==> src/rtl/powlib_bus_fifo_pkg.sv <==
// Shared helpers for the powlib bus FIFO slice.
// Holds the pointer/counter width function used by the FIFO and its storage.
package powlib_bus_fifo_pkg;

  function automatic int powlib_clogb2(input int v);
    int r;
    r = 0;
    while ((1 << r) < v) r++;
    return r;
  endfunction

endpackage

==> src/rtl/powlib_bus_fifo_dpram.sv <==
// Storage array for the bus FIFO.
// Registered write port, asynchronous read port.
module powlib_bus_fifo_dpram
  import powlib_bus_fifo_pkg::*;
#(
  parameter int W = 64,
  parameter int D = 8,
  localparam int AW = powlib_clogb2(D)
) (
  input  logic          clk,
  input  logic [AW-1:0] wridx,
  input  logic [W-1:0]  wrdata,
  input  logic          wrvld,
  input  logic [AW-1:0] rdidx,
  output logic [W-1:0]  rddata
);

  logic [W-1:0] mem_q [D];

  always_ff @(posedge clk) begin
    if (wrvld) mem_q[wridx] <= wrdata;
  end

  assign rddata = mem_q[rdidx];

endmodule

==> src/rtl/powlib_bus_fifo.sv <==
// First-word-fall-through FIFO carrying {addr, data} with valid/ready
// on both sides and a programmable nearly-full flag.
module powlib_bus_fifo
  import powlib_bus_fifo_pkg::*;
#(
  parameter string ID   = "BUSFIFO",
  parameter int    EDBG = 0,
  parameter int    D    = 8,
  parameter int    NFS  = 0,
  parameter int    B_AW = 32,
  parameter int    B_DW = 32
) (
  input  logic            clk,
  input  logic            rst,
  input  logic [B_AW-1:0] wraddr,
  input  logic [B_DW-1:0] wrdata,
  input  logic            wrvld,
  output logic            wrrdy,
  output logic            wrnf,
  output logic [B_AW-1:0] rdaddr,
  output logic [B_DW-1:0] rddata,
  output logic            rdvld,
  input  logic            rdrdy
);

  localparam int W  = B_AW + B_DW;
  localparam int PW = powlib_clogb2(D);
  localparam int CW = powlib_clogb2(D + 1);

  logic [PW-1:0] wrptr_q, wrptr_d;
  logic [PW-1:0] rdptr_q, rdptr_d;
  logic [CW-1:0] cnt_q, cnt_d;
  logic          push, pop;
  logic [W-1:0]  rdent;

  // Flags come only from cnt_q, so no input reaches an output.
  assign wrrdy = (cnt_q != CW'(D));
  assign rdvld = (cnt_q != '0);
  assign wrnf  = (int'(cnt_q) >= D - NFS);

  assign push = wrvld && wrrdy;
  assign pop  = rdvld && rdrdy;

  always_comb begin
    wrptr_d = wrptr_q;
    rdptr_d = rdptr_q;
    cnt_d   = cnt_q;
    if (push) wrptr_d = wrptr_q + 1'b1;
    if (pop)  rdptr_d = rdptr_q + 1'b1;
    case ({push, pop})
      2'b10:   cnt_d = cnt_q + 1'b1;
      2'b01:   cnt_d = cnt_q - 1'b1;
      default: cnt_d = cnt_q;
    endcase
  end

  always_ff @(posedge clk or posedge rst) begin
    if (rst) begin
      wrptr_q <= '0;
      rdptr_q <= '0;
      cnt_q   <= '0;
    end else begin
      wrptr_q <= wrptr_d;
      rdptr_q <= rdptr_d;
      cnt_q   <= cnt_d;
    end
  end

  powlib_bus_fifo_dpram #(
    .W (W),
    .D (D)
  ) u_ram (
    .clk    (clk),
    .wridx  (wrptr_q),
    .wrdata ({wraddr, wrdata}),
    .wrvld  (push),
    .rdidx  (rdptr_q),
    .rddata (rdent)
  );

  assign rdaddr = rdent[W-1:B_DW];
  assign rddata = rdent[B_DW-1:0];

  if (EDBG != 0) begin : g_dbg
    // Debug trace of writes lost against a full FIFO.
    assert property (@(posedge clk) disable iff (rst) !(wrvld && !wrrdy))
      else $info("%s: dropped write addr=%h data=%h", ID, wraddr, wrdata);
  end

endmodule

==> config.mk <==
export PLATFORM = sky130hd
export DESIGN_NAME = powlib_bus_fifo
export DESIGN_NICKNAME = d
export VERILOG_FILES = /design/src/rtl/powlib_bus_fifo_pkg.sv /design/src/rtl/powlib_bus_fifo_dpram.sv /design/src/rtl/powlib_bus_fifo.sv
export SDC_FILE = /design/constraint.sdc
export NUM_CORES = 1
export LEC_CHECK = 0
export BUFFER_PORTS_ARGS = -buffer_cell sky130_fd_sc_hd__buf_2
export CORE_ASPECT_RATIO = 0.5
export CORE_MARGIN = 2
export CORE_UTILIZATION = 40
export DETAILED_ROUTE_END_ITERATION = 6
export PLACE_DENSITY = 0.68
export SLEW_MARGIN = 25
export SYNTH_ARGS = -nofsm -noshare
export SYNTH_HDL_FRONTEND = slang
export SYNTH_SLANG_ARGS = --single-unit
==> constraint.sdc <==
create_clock -name clk -period 5.8 [get_ports clk]
set_input_delay 1.45 -clock clk [delete_from_list [all_inputs] [get_ports clk]]
set_output_delay 1.45 -clock clk [all_outputs]
set_load 0.05 [all_outputs]
==> results_dict.tcl <==
set metrics [dict create \
    ioPinCount 135 \
    hold_buffers 0 \
    r2r_end "cnt_q[3]" \
    grt_setup_unrepaired "false" \
    critPathCaptureType "primary output" \
    htree_levels 2 \
    cp.arrival_ns 2.99 \
    gp_congestion 0.702 \
    hp-class "reg -> reg" \
    ys_seq_elements 522 \
    startpoint_type "register" \
    status "completed" \
    wl_per_cell_um 23.1 \
    required_ns 4.35 \
    grt_max_degree 58 \
    cts_tree "done" \
    totalWireLength_mm 38.4 \
    synth-warning-count 0 \
    layout_common_cells "512 x edfxtp_1, 134 x buf_2, 128 x mux4_2" \
    worst_pin_slew_ns 0.976 \
    die_h_um 162 \
    grt_pass1_vias 9485 \
    skew_ns 0.0106 \
    drive_gt1_share_pct 42.4 \
    dp_cells 1577 \
    die_area_sq_mm 0.0515 \
    die_w_um 319 \
    setup_viol 0 \
    yosysUniqueCellTypes 31 \
    grt_pass1_wl_mm 57.8 \
    grt_usage_pct 15.1 \
    worstSetupPathType "reg -> out" \
    final_cells 1658 \
    syn_area_per_cell_sq_um 24.6 \
    r2r-start "cnt_q[0]" \
    post-dp-hpwl_mm 21.5 \
    cap_violations 0 \
    cts_setup_buffers 0 \
    rows 57 \
    drtAntennaViolNets 0 \
    yosysSeqAreaShare_pct 78.7 \
    clock_latency_ns 0.56 \
    clock-root-buffer "clkbuf_16" \
    power.leakage_nw 7.36 \
    report.final.slew_viol_count 0 \
    fin_tns_setup_ns 0 \
    r2r_setup_slack_ns 2.69 \
    synth_nets 880 \
    crit_fanout 30 \
    finalCriticalPeriod_ns 4.44 \
    cts_made_buffers 47 \
    via_per_inst 5.26 \
    finalPower_mw 12.5 \
    synthCells 806 \
    pwr_density_cell_mw_per_mm2 548 \
    io_buffers 134 \
    area_delta_synth_final_pct 15.0 \
    critPathLaunch "rdptr_q[0]" \
    rr_worst_depth 7 \
    vdd_drop_max_uv 308 \
    antenna_found_initial 2 \
    final_common_cell "edfxtp_1" \
    min_from "wrptr_q[0]" \
    first_iter_violations 607 \
    grt_overflow 0 \
    hold_end "wrptr_q[0]" \
    hold_viol 0 \
    core_area_sq_mm 0.0488 \
    slew_headroom_pct 35.0 \
    cts.sinks 522 \
    period_share_pct 76.5 \
    cts_resized 0 \
    fillerInstances 3968 \
    num-nets-final 1052 \
    hold_depth 1 \
    start_util_pct 40.7 \
    clockBufferDepth 3 \
    drc 0 \
    num_vias 8721 \
    clkTransAtPathRegs_ns 0.06 \
    dr.pass1.iters 4 \
    fmax_ghz 0.225 \
    syn-cell-area_sq_mm 0.0199 \
]
[synth_stat cells (all sizes together)]
| cell type | instances | area [sq um] |
|---|---|---|
| xnor2 | 5 | 43.8 |
| nand3b | 1 | 7.51 |
| inv | 6 | 22.5 |
| or4b | 2 | 20.0 |
| fa | 1 | 20.0 |
| o21ai | 1 | 5.00 |
| mux2i | 1 | 10.0 |
| or4 | 1 | 8.76 |
| xor2 | 1 | 8.76 |
| mux4 | 128 | 2880 |
| a21oi | 2 | 10.0 |
| a2111o | 1 | 11.3 |
| ha | 5 | 62.6 |
| edfxtp | 512 | 15400 |
| buf | 27 | 195 |
| o211ai | 1 | 7.51 |
| nand2b | 2 | 12.5 |
| nand3 | 4 | 20.0 |
| clkbuf | 11 | 41.3 |
| nand2 | 4 | 15.0 |
| nand4 | 1 | 6.26 |
| dfrtp | 10 | 250 |
| mux2 | 67 | 754 |
| nor3b | 2 | 15.0 |
| o311ai | 1 | 8.76 |
| nor3 | 2 | 10.0 |
| nor2 | 7 | 26.3 |
[layout make-up]
| class | instances | area, sq um | area share (%) |
|---|---|---|---|
| flip-flops and latches | 522 | 15600 | 68.5 |
| multi-input cells | 240 | 4030 | 17.7 |
| clock buffers | 61 | 1270 | 5.57 |
| repair buffers | 161 | 943 | 4.13 |
| well taps | 649 | 812 | 3.56 |
| clock inverters | 17 | 100 | 0.439 |
| inverters | 6 | 22.5 | 0.0987 |
| diodes | 2 | 5.00 | 0.0219 |
[metrics by stage]
step / setup WS, ns / cell area [sq um] / util, % / hold WS [ns]
floorplan: 0.992 / 19900 / - / 0.485
global placement: 1.71 / 21400 / 43.9 / 0.501
detailed placement: 1.66 / 21400 / 43.9 / 0.523
CTS: 1.05 / 22800 / 46.7 / 0.532
global route: 1.17 / 22800 / 46.8 / 0.564
finish: 1.36 / 22800 / 46.8 / 0.528
[layer usage]
| layer | track usage [%] | routed length [um] | vias up | share of wire [%] |
|---|---|---|---|---|
| li1 | - | - | 3781 | - |
| met1 | 19.1 | 15100 | 4647 | 39 |
| met2 | 26.8 | 20500 | 243 | 53 |
| met3 | 2.60 | 2020 | 50 | 5.3 |
| met4 | 4.42 | 740 | 0 | 1.9 |
| met5 | 0 | 0 | - | 0 |
[report_power, final]
group / internal, mW / switching (mW)
registers: 4.75 / 0.365
logic: 1.71 / 2.86
clock network: 1.58 / 1.24
total: 8.03 / 4.46
[cells by family (layout without fill, tap and decap cells)]
| logic type | count (synthesis) | in the layout | synth area share (%) |
|---|---|---|---|
| compound gates | 6 | 6 | 0.214 |
| xor+xnor | 6 | 6 | 0.265 |
| fa+ha+maj | 6 | 6 | 0.416 |
| buf+inv | 44 | 245 | 1.30 |
| flops | 522 | 522 | 78.7 |
| mux | 196 | 196 | 18.4 |
| other cells | 0 | 2 | 0 |
| simple gates | 26 | 26 | 0.712 |
[flip-flops by register name, summed over array words and instances (netlist names)]
register / cells
cnt_q: 4
rdptr_q: 3
u_ram.mem_q: 512
wrptr_q: 3
[how the worst max path moves through the flow]
stage | slack (ns) | endpoint
global placement | 1.71 | rdaddr[5]
finish | 1.36 | rddata[22]
CTS | 1.05 | rddata[22]
global route | 1.17 | rddata[1]
floorplan | 0.99 | u_ram.mem_q[6][0]
detailed placement | 1.66 | rddata[22]
[critical path: stages, from the launching register on]
cell	delay, ns
dfrtp_4	0.68
buf_16	0.31
buf_4	0.37
mux4_2	0.56
mux2_2	0.28
buf_2	0.21
Note: power is estimated with default switching activity, not from simulation.
